**src/rtl/hilo_muldiv_unit.sv**
```systemverilog
// hilo_muldiv_unit
//   Iterative multiply/divide unit owning the HI/LO register pair. Runs
//   mult, multu, madd, msub, div, divu in the background of the EX stage
//   with a start/busy/done handshake. mthi/mtlo complete in a single edge.
//
//   Ports:
//     Clk, Rst_n          clock, asynchronous active-low reset
//     Start, Op, A, B     request, opcode and rs/rt operands
//     Cancel              flush of the in-flight op (wins over Start)
//     HiRead              ID stage needs HI/LO this cycle
//     HI, LO              architectural HI/LO registers
//     Busy                iterative op in flight
//     Done, DivZero       one-cycle completion pulse, divide-by-zero flag
//     Stall               Busy & (Start | HiRead)
//
//   state | meaning
//   IDLE  | waiting for Start; mthi/mtlo are handled here
//   CALC  | WIDTH shift steps, then one sign-correction cycle
//   FIN   | accumulate (madd/msub) and write HI/LO, pulse Done
module hilo_muldiv_unit #(
  parameter int WIDTH = 32,
  parameter int CNTW  = $clog2(WIDTH) + 1
) (
  input  logic             Clk,
  input  logic             Rst_n,
  input  logic             Start,
  input  logic [2:0]       Op,
  input  logic [WIDTH-1:0] A,
  input  logic [WIDTH-1:0] B,
  input  logic             Cancel,
  input  logic             HiRead,
  output logic [WIDTH-1:0] HI,
  output logic [WIDTH-1:0] LO,
  output logic             Busy,
  output logic             Done,
  output logic             DivZero,
  output logic             Stall
);

  typedef enum logic [1:0] {ST_IDLE, ST_CALC, ST_FIN} state_t;

  localparam logic [2:0] OP_MULT  = 3'b000;
  localparam logic [2:0] OP_MULTU = 3'b001;
  localparam logic [2:0] OP_MADD  = 3'b010;
  localparam logic [2:0] OP_MSUB  = 3'b011;
  localparam logic [2:0] OP_DIV   = 3'b100;
  localparam logic [2:0] OP_DIVU  = 3'b101;
  localparam logic [2:0] OP_MTHI  = 3'b110;
  localparam logic [2:0] OP_MTLO  = 3'b111;

  state_t                 state_q, state_d;
  logic [CNTW-1:0]        cnt_q, cnt_d;
  // Multiply: {partial product, remaining multiplier bits}.
  // Divide:   {partial remainder, remaining dividend / quotient bits}.
  logic [2*WIDTH-1:0]     acc_q, acc_d;
  logic [WIDTH-1:0]       opb_q, opb_d;
  logic [2:0]             op_q, op_d;
  logic                   neg_q, neg_d;
  logic                   rneg_q, rneg_d;
  logic                   dz_q, dz_d;
  logic [WIDTH-1:0]       hi_q, hi_d;
  logic [WIDTH-1:0]       lo_q, lo_d;
  logic                   done_q, done_d;
  logic                   divzero_q, divzero_d;

  logic                   signed_in;
  logic                   a_neg, b_neg;
  logic [WIDTH-1:0]       a_mag, b_mag;
  logic [WIDTH:0]         mul_sum;
  logic [2*WIDTH-1:0]     mul_next;
  logic [WIDTH:0]         div_shift;
  logic [WIDTH+1:0]       div_diff;
  logic [2*WIDTH-1:0]     div_next;
  logic [WIDTH-1:0]       quot, rem;
  logic [2*WIDTH-1:0]     mul_fix, div_fix;
  logic [2*WIDTH-1:0]     hilo_cur;

  always_comb begin
    signed_in = (Op == OP_MULT) || (Op == OP_MADD) || (Op == OP_MSUB) || (Op == OP_DIV);
    a_neg     = signed_in & A[WIDTH-1];
    b_neg     = signed_in & B[WIDTH-1];
    a_mag     = a_neg ? (~A + WIDTH'(1)) : A;
    b_mag     = b_neg ? (~B + WIDTH'(1)) : B;

    // Radix-2 shift-add: add multiplicand to the upper half when the
    // current multiplier LSB is set, then shift the whole accumulator right.
    mul_sum   = {1'b0, acc_q[2*WIDTH-1:WIDTH]} + (acc_q[0] ? {1'b0, opb_q} : '0);
    mul_next  = {mul_sum, acc_q[WIDTH-1:1]};

    // Restoring division: remainder and dividend shift left together; the
    // quotient bit enters at the bottom as dividend bits leave the top.
    div_shift = {acc_q[2*WIDTH-1:WIDTH], acc_q[WIDTH-1]};
    div_diff  = {1'b0, div_shift} - {2'b00, opb_q};
    div_next  = div_diff[WIDTH+1] ? {div_shift[WIDTH-1:0], acc_q[WIDTH-2:0], 1'b0}
                                  : {div_diff[WIDTH-1:0],  acc_q[WIDTH-2:0], 1'b1};

    quot      = acc_q[WIDTH-1:0];
    rem       = acc_q[2*WIDTH-1:WIDTH];
    mul_fix   = neg_q ? (~acc_q + (2*WIDTH)'(1)) : acc_q;
    // With B=0 the restoring loop leaves |A| as remainder, so restoring the
    // dividend sign reproduces the original A in HI; LO is forced to ones.
    div_fix   = {rneg_q ? (~rem + WIDTH'(1)) : rem,
                 dz_q ? {WIDTH{1'b1}} : (neg_q ? (~quot + WIDTH'(1)) : quot)};
    hilo_cur  = {hi_q, lo_q};
  end

  always_comb begin
    state_d   = state_q;
    cnt_d     = cnt_q;
    acc_d     = acc_q;
    opb_d     = opb_q;
    op_d      = op_q;
    neg_d     = neg_q;
    rneg_d    = rneg_q;
    dz_d      = dz_q;
    hi_d      = hi_q;
    lo_d      = lo_q;
    done_d    = 1'b0;
    divzero_d = 1'b0;

    case (state_q)
      ST_IDLE: begin
        if (Start && !Cancel) begin
          if (Op == OP_MTHI) begin
            hi_d   = A;
            done_d = 1'b1;
          end else if (Op == OP_MTLO) begin
            lo_d   = A;
            done_d = 1'b1;
          end else begin
            state_d = ST_CALC;
            cnt_d   = '0;
            op_d    = Op;
            acc_d   = {{WIDTH{1'b0}}, a_mag};
            opb_d   = b_mag;
            neg_d   = a_neg ^ b_neg;
            rneg_d  = a_neg;
            dz_d    = (B == '0);
          end
        end
      end

      ST_CALC: begin
        if (Cancel) begin
          state_d = ST_IDLE;
        end else if (cnt_q != CNTW'(WIDTH)) begin
          acc_d = op_q[2] ? div_next : mul_next;
          cnt_d = cnt_q + CNTW'(1);
        end else begin
          // Sign correction gets its own cycle so the negate and the
          // madd/msub 2*WIDTH add never sit in the same path.
          acc_d   = op_q[2] ? div_fix : mul_fix;
          state_d = ST_FIN;
        end
      end

      ST_FIN: begin
        state_d = ST_IDLE;
        if (!Cancel) begin
          case (op_q)
            OP_MADD: {hi_d, lo_d} = hilo_cur + acc_q;
            OP_MSUB: {hi_d, lo_d} = hilo_cur - acc_q;
            default: {hi_d, lo_d} = acc_q;
          endcase
          done_d    = 1'b1;
          divzero_d = op_q[2] & dz_q;
        end
      end

      default: state_d = ST_IDLE;
    endcase
  end

  always_ff @(posedge Clk or negedge Rst_n) begin
    if (!Rst_n) begin
      state_q   <= ST_IDLE;
      cnt_q     <= '0;
      acc_q     <= '0;
      opb_q     <= '0;
      op_q      <= '0;
      neg_q     <= 1'b0;
      rneg_q    <= 1'b0;
      dz_q      <= 1'b0;
      hi_q      <= '0;
      lo_q      <= '0;
      done_q    <= 1'b0;
      divzero_q <= 1'b0;
    end else begin
      state_q   <= state_d;
      cnt_q     <= cnt_d;
      acc_q     <= acc_d;
      opb_q     <= opb_d;
      op_q      <= op_d;
      neg_q     <= neg_d;
      rneg_q    <= rneg_d;
      dz_q      <= dz_d;
      hi_q      <= hi_d;
      lo_q      <= lo_d;
      done_q    <= done_d;
      divzero_q <= divzero_d;
    end
  end

  assign HI      = hi_q;
  assign LO      = lo_q;
  assign Busy    = (state_q != ST_IDLE);
  assign Done    = done_q;
  assign DivZero = divzero_q;
  assign Stall   = Busy & (Start | HiRead);

endmodule
```
**config.mk**
```make
export PLATFORM = sky130hd
export DESIGN_NAME = hilo_muldiv_unit
export DESIGN_NICKNAME = d
export VERILOG_FILES = /design/src/rtl/hilo_muldiv_unit.sv
export SDC_FILE = /design/constraint.sdc
export NUM_CORES = 1
export LEC_CHECK = 0
export BUFFER_PORTS_ARGS = -buffer_cell sky130_fd_sc_hd__buf_2
export CAP_MARGIN = 20
export CORE_AREA = 2 2 259 261
export CTS_CLUSTER_SIZE = 10
export DETAILED_ROUTE_END_ITERATION = 12
export DIE_AREA = 0 0 261 263
export PLACE_DENSITY = 0.52
export RECOVER_POWER = 100
export SKIP_LAST_GASP = 1
export SYNTH_ARGS = -nofsm -noshare
export SYNTH_HDL_FRONTEND = slang
export SYNTH_SLANG_ARGS = --single-unit
export TNS_END_PERCENT = 100
```
**constraint.sdc**
```tcl
create_clock -name Clk -period 9.1 [get_ports Clk]
set_clock_uncertainty 0.2 [all_clocks]
set_input_delay 0.91 -clock Clk [delete_from_list [all_inputs] [get_ports Clk]]
set_output_delay 0.91 -clock Clk [all_outputs]
set_load 0.02 [all_outputs]
```
==> results.ini <==
[routing]
drcViolationCount=0
dr.pass1.iters=8
vias_per_cell=6.130
wl_mm=97.05
via_count=25120
ant_nets=0
drt_iter0_markers=3136
detail_route.wl_per_cell_um=23.68

[logic_synthesis]
synth_top_flop_cell=dfrtp_1
ys_types=93
syn_nets=3497
synth-async-reset-ratio=1.000
ys_seq_area_frac=0.1927
yosys.area.top_type=dfrtp_1
yosysWarnings=0
synth_area_um2=22860
synth_top_cell_area_share=0.1927
syn_avg_cell_area_um2=7.091
netlist_top_cells_count=a21oi_1 (384), nor2_1 (335), nand2_1 (288)
synth_most_common_cell=a21oi_1
synthCells=3224
synth-edff-count=0
ys_top_cells_by_area=dfrtp_1 (19%), ha_1 (11%), a21oi_1 (8.4%)
ys_seq_elements=176

[floorplanning]
rows=94
design.core.area_um2=65630
initial_core_util=0.3483
io_pins=140
die_h_um=263
die_w_um=261
design.die.area_um2=68640

[finish]
final_nets=3494
drive_gt1_frac=0.05568
multiInputGateArea_um2=16960
seq_area_um2=4408
nFillCells=7247
areaGrowthSynthToFinish_pct=7.356

[grt]
antenna_found_initial=6
grt_pass1_wl_mm=145.7
grt_max_degree=68
grtUsageTotal=0.2754
grt-ovfl-total=0
grt_pass1_vias=22780

[cts]
numCtsBuffers=17
clkLatencyLatePin_ns=0.48
cts_tree=yes
clockRootBuffer=clkbuf_16
hold_buffers=0
h-tree-depth=4
path_clk_slew_ns=0.07
post_cts_resized=0
cts.sinks=176
post_cts_buffers=0
clk_path_buf_depth=2

[worst_setup_path]
required_ns=9.27
endpoint_kind=register
reg2reg_depth=11
timing.rr.start=state_q[1]
slowest_stage=clkbuf_1
crit_path_frequent_cell=clkbuf_1
rrSetupSlack_ns=2.48
crit_chain=nand2b_1 > clkbuf_1 > nor2_1 > clkbuf_1 > a31oi_2 > clkbuf_1 > nand2_1 > nor2_1 > clkbuf_1 > nand2_1 > o221ai_1
path_class=register to register
worstPathArrival_ns=6.79
crit_path_start_kind=register
crit_path_max_fanout=38
max_stage_delay_ns=1.58
r2r-end=acc_q[47]

[pwr]
pwr_density_cell_nw_per_um2=256.6
p_leak_nw=10.29
finalPower_w=0.006298
ir_drop_mv=0.1369

[status]
outcome=complete, but fails checks
failed_checks=max-capacitance violations, max-slew violations

[timing]
worst_pin_slew_ns=4.414
period_needed_ns=6.619
fmax_mhz=151.1
setup_violations=0
rsz0062_at_grt=no
relSlewSlack=-1.943
hold_viol_final=0
drv_slew=490
tns_ns=0
timing.final.crit_share=0.7273

[min_path]
min_from=opb_q[16]
hold_depth=2
hold_class=register to register
hold_path_end=opb_q[16]

[placement]
gp_congestion=0.9822
port_buffers=139
dp_hpwl_mm=75.39

[flow_run]
drv_cap=11

flip-flops by register name (all words and copies together) (netlist names), 2 cells and up:
name / flops
HI: 32
acc_q: 64
opb_q: 32
op_q: 3
cnt_q: 6
state_q: 2
LO: 32
how the worst max path moves through the flow:
| stage | startpoint | endpoint | slack, ns | cells after the start |
|---|---|---|---|---|
| global route | Rst_n | opb_q[20] | 2.07 | 2 |
| finish | state_q[1] | acc_q[47] | 2.48 | 11 |
| CTS | acc_q[0] | acc_q[62] | 3.69 | 14 |
| global placement | acc_q[0] | acc_q[62] | 3.86 | 14 |
| floorplan | acc_q[0] | acc_q[62] | 5.18 | 16 |
| detailed placement | acc_q[0] | acc_q[62] | 3.72 | 14 |
worst max-delay path: cells and delay by family (launching register included):
family,cells,cell delay [ns]
buffers and inverters,4,3.59
and+or+nand+nor,5,1.38
AOI/OAI and AO/OA,2,0.75
DFF,1,0.56
final cells by class:
cell class	count	share of cell area
diodes	1	0.0001020
clock buffers	23	0.01907
clock inverters	8	0.004333
inverters	189	0.02891
multi-input cells	2665	0.6909
flip-flops and latches	176	0.1796
well taps	864	0.04405
repair buffers	172	0.03304
per-stage QoR:
stage | setup WS (ns) | std cells | hold slack, ns | utilization | cell area, um2
final | 2.481 | 4098 | 0.2783 | 0.3740 | 24540
after detailed placement | 3.716 | 4066 | 0.2706 | 0.3678 | 24140
after global placement | 3.858 | 4066 | 0.2636 | 0.3678 | 24140
after CTS | 3.693 | 4097 | 0.2833 | 0.3766 | 24710
after global routing | 2.069 | 4098 | 0.3110 | 0.3740 | 24540
after floorplan | 5.181 | 3224 | 0.2498 | - | 22860
cells by family after synthesis:
| kind of cell | after synthesis | share of synthesized area |
|---|---|---|
| AOI/OAI and AO/OA | 1176 | 0.3234 |
| and+or+nand+nor | 1072 | 0.2214 |
| buffers and inverters | 383 | 0.06666 |
| adders and majority gates | 201 | 0.1113 |
| xor gates and xnor gates | 185 | 0.07088 |
| DFF | 176 | 0.1927 |
| muxes | 31 | 0.01368 |
layout by cell type, fill, tap and decap left out, types with 63 or more instances in the layout:
master    count
nand2_1     288
ha_1        197
nor2_1      335
xor2_1       63
o31ai_1      73
a21oi_1     383
xnor2_1     122
clkbuf_1     86
nand3_1      73
o21ai_0     269
buf_2        68
dfrtp_1     175
nor3_1       92
inv_1       189
power breakdown:
part	leakage [nW]	switching (W)	internal (W)
clock network	0.274	0.000361	0.000420
logic	7.83	0.00276	0.00143
registers	2.19	0.000368	0.000950
total	10.3	0.00349	0.00280
metal layers:
layer,vias to the layer above,GRT usage,wire length [um]
li1,11760,-,-
met2,1219,0.3903,39420
met4,4,0.08600,3011
met5,-,0,22
met1,12010,0.4217,46460
met3,125,0.04025,8134
(Power assumes the default switching activity.)
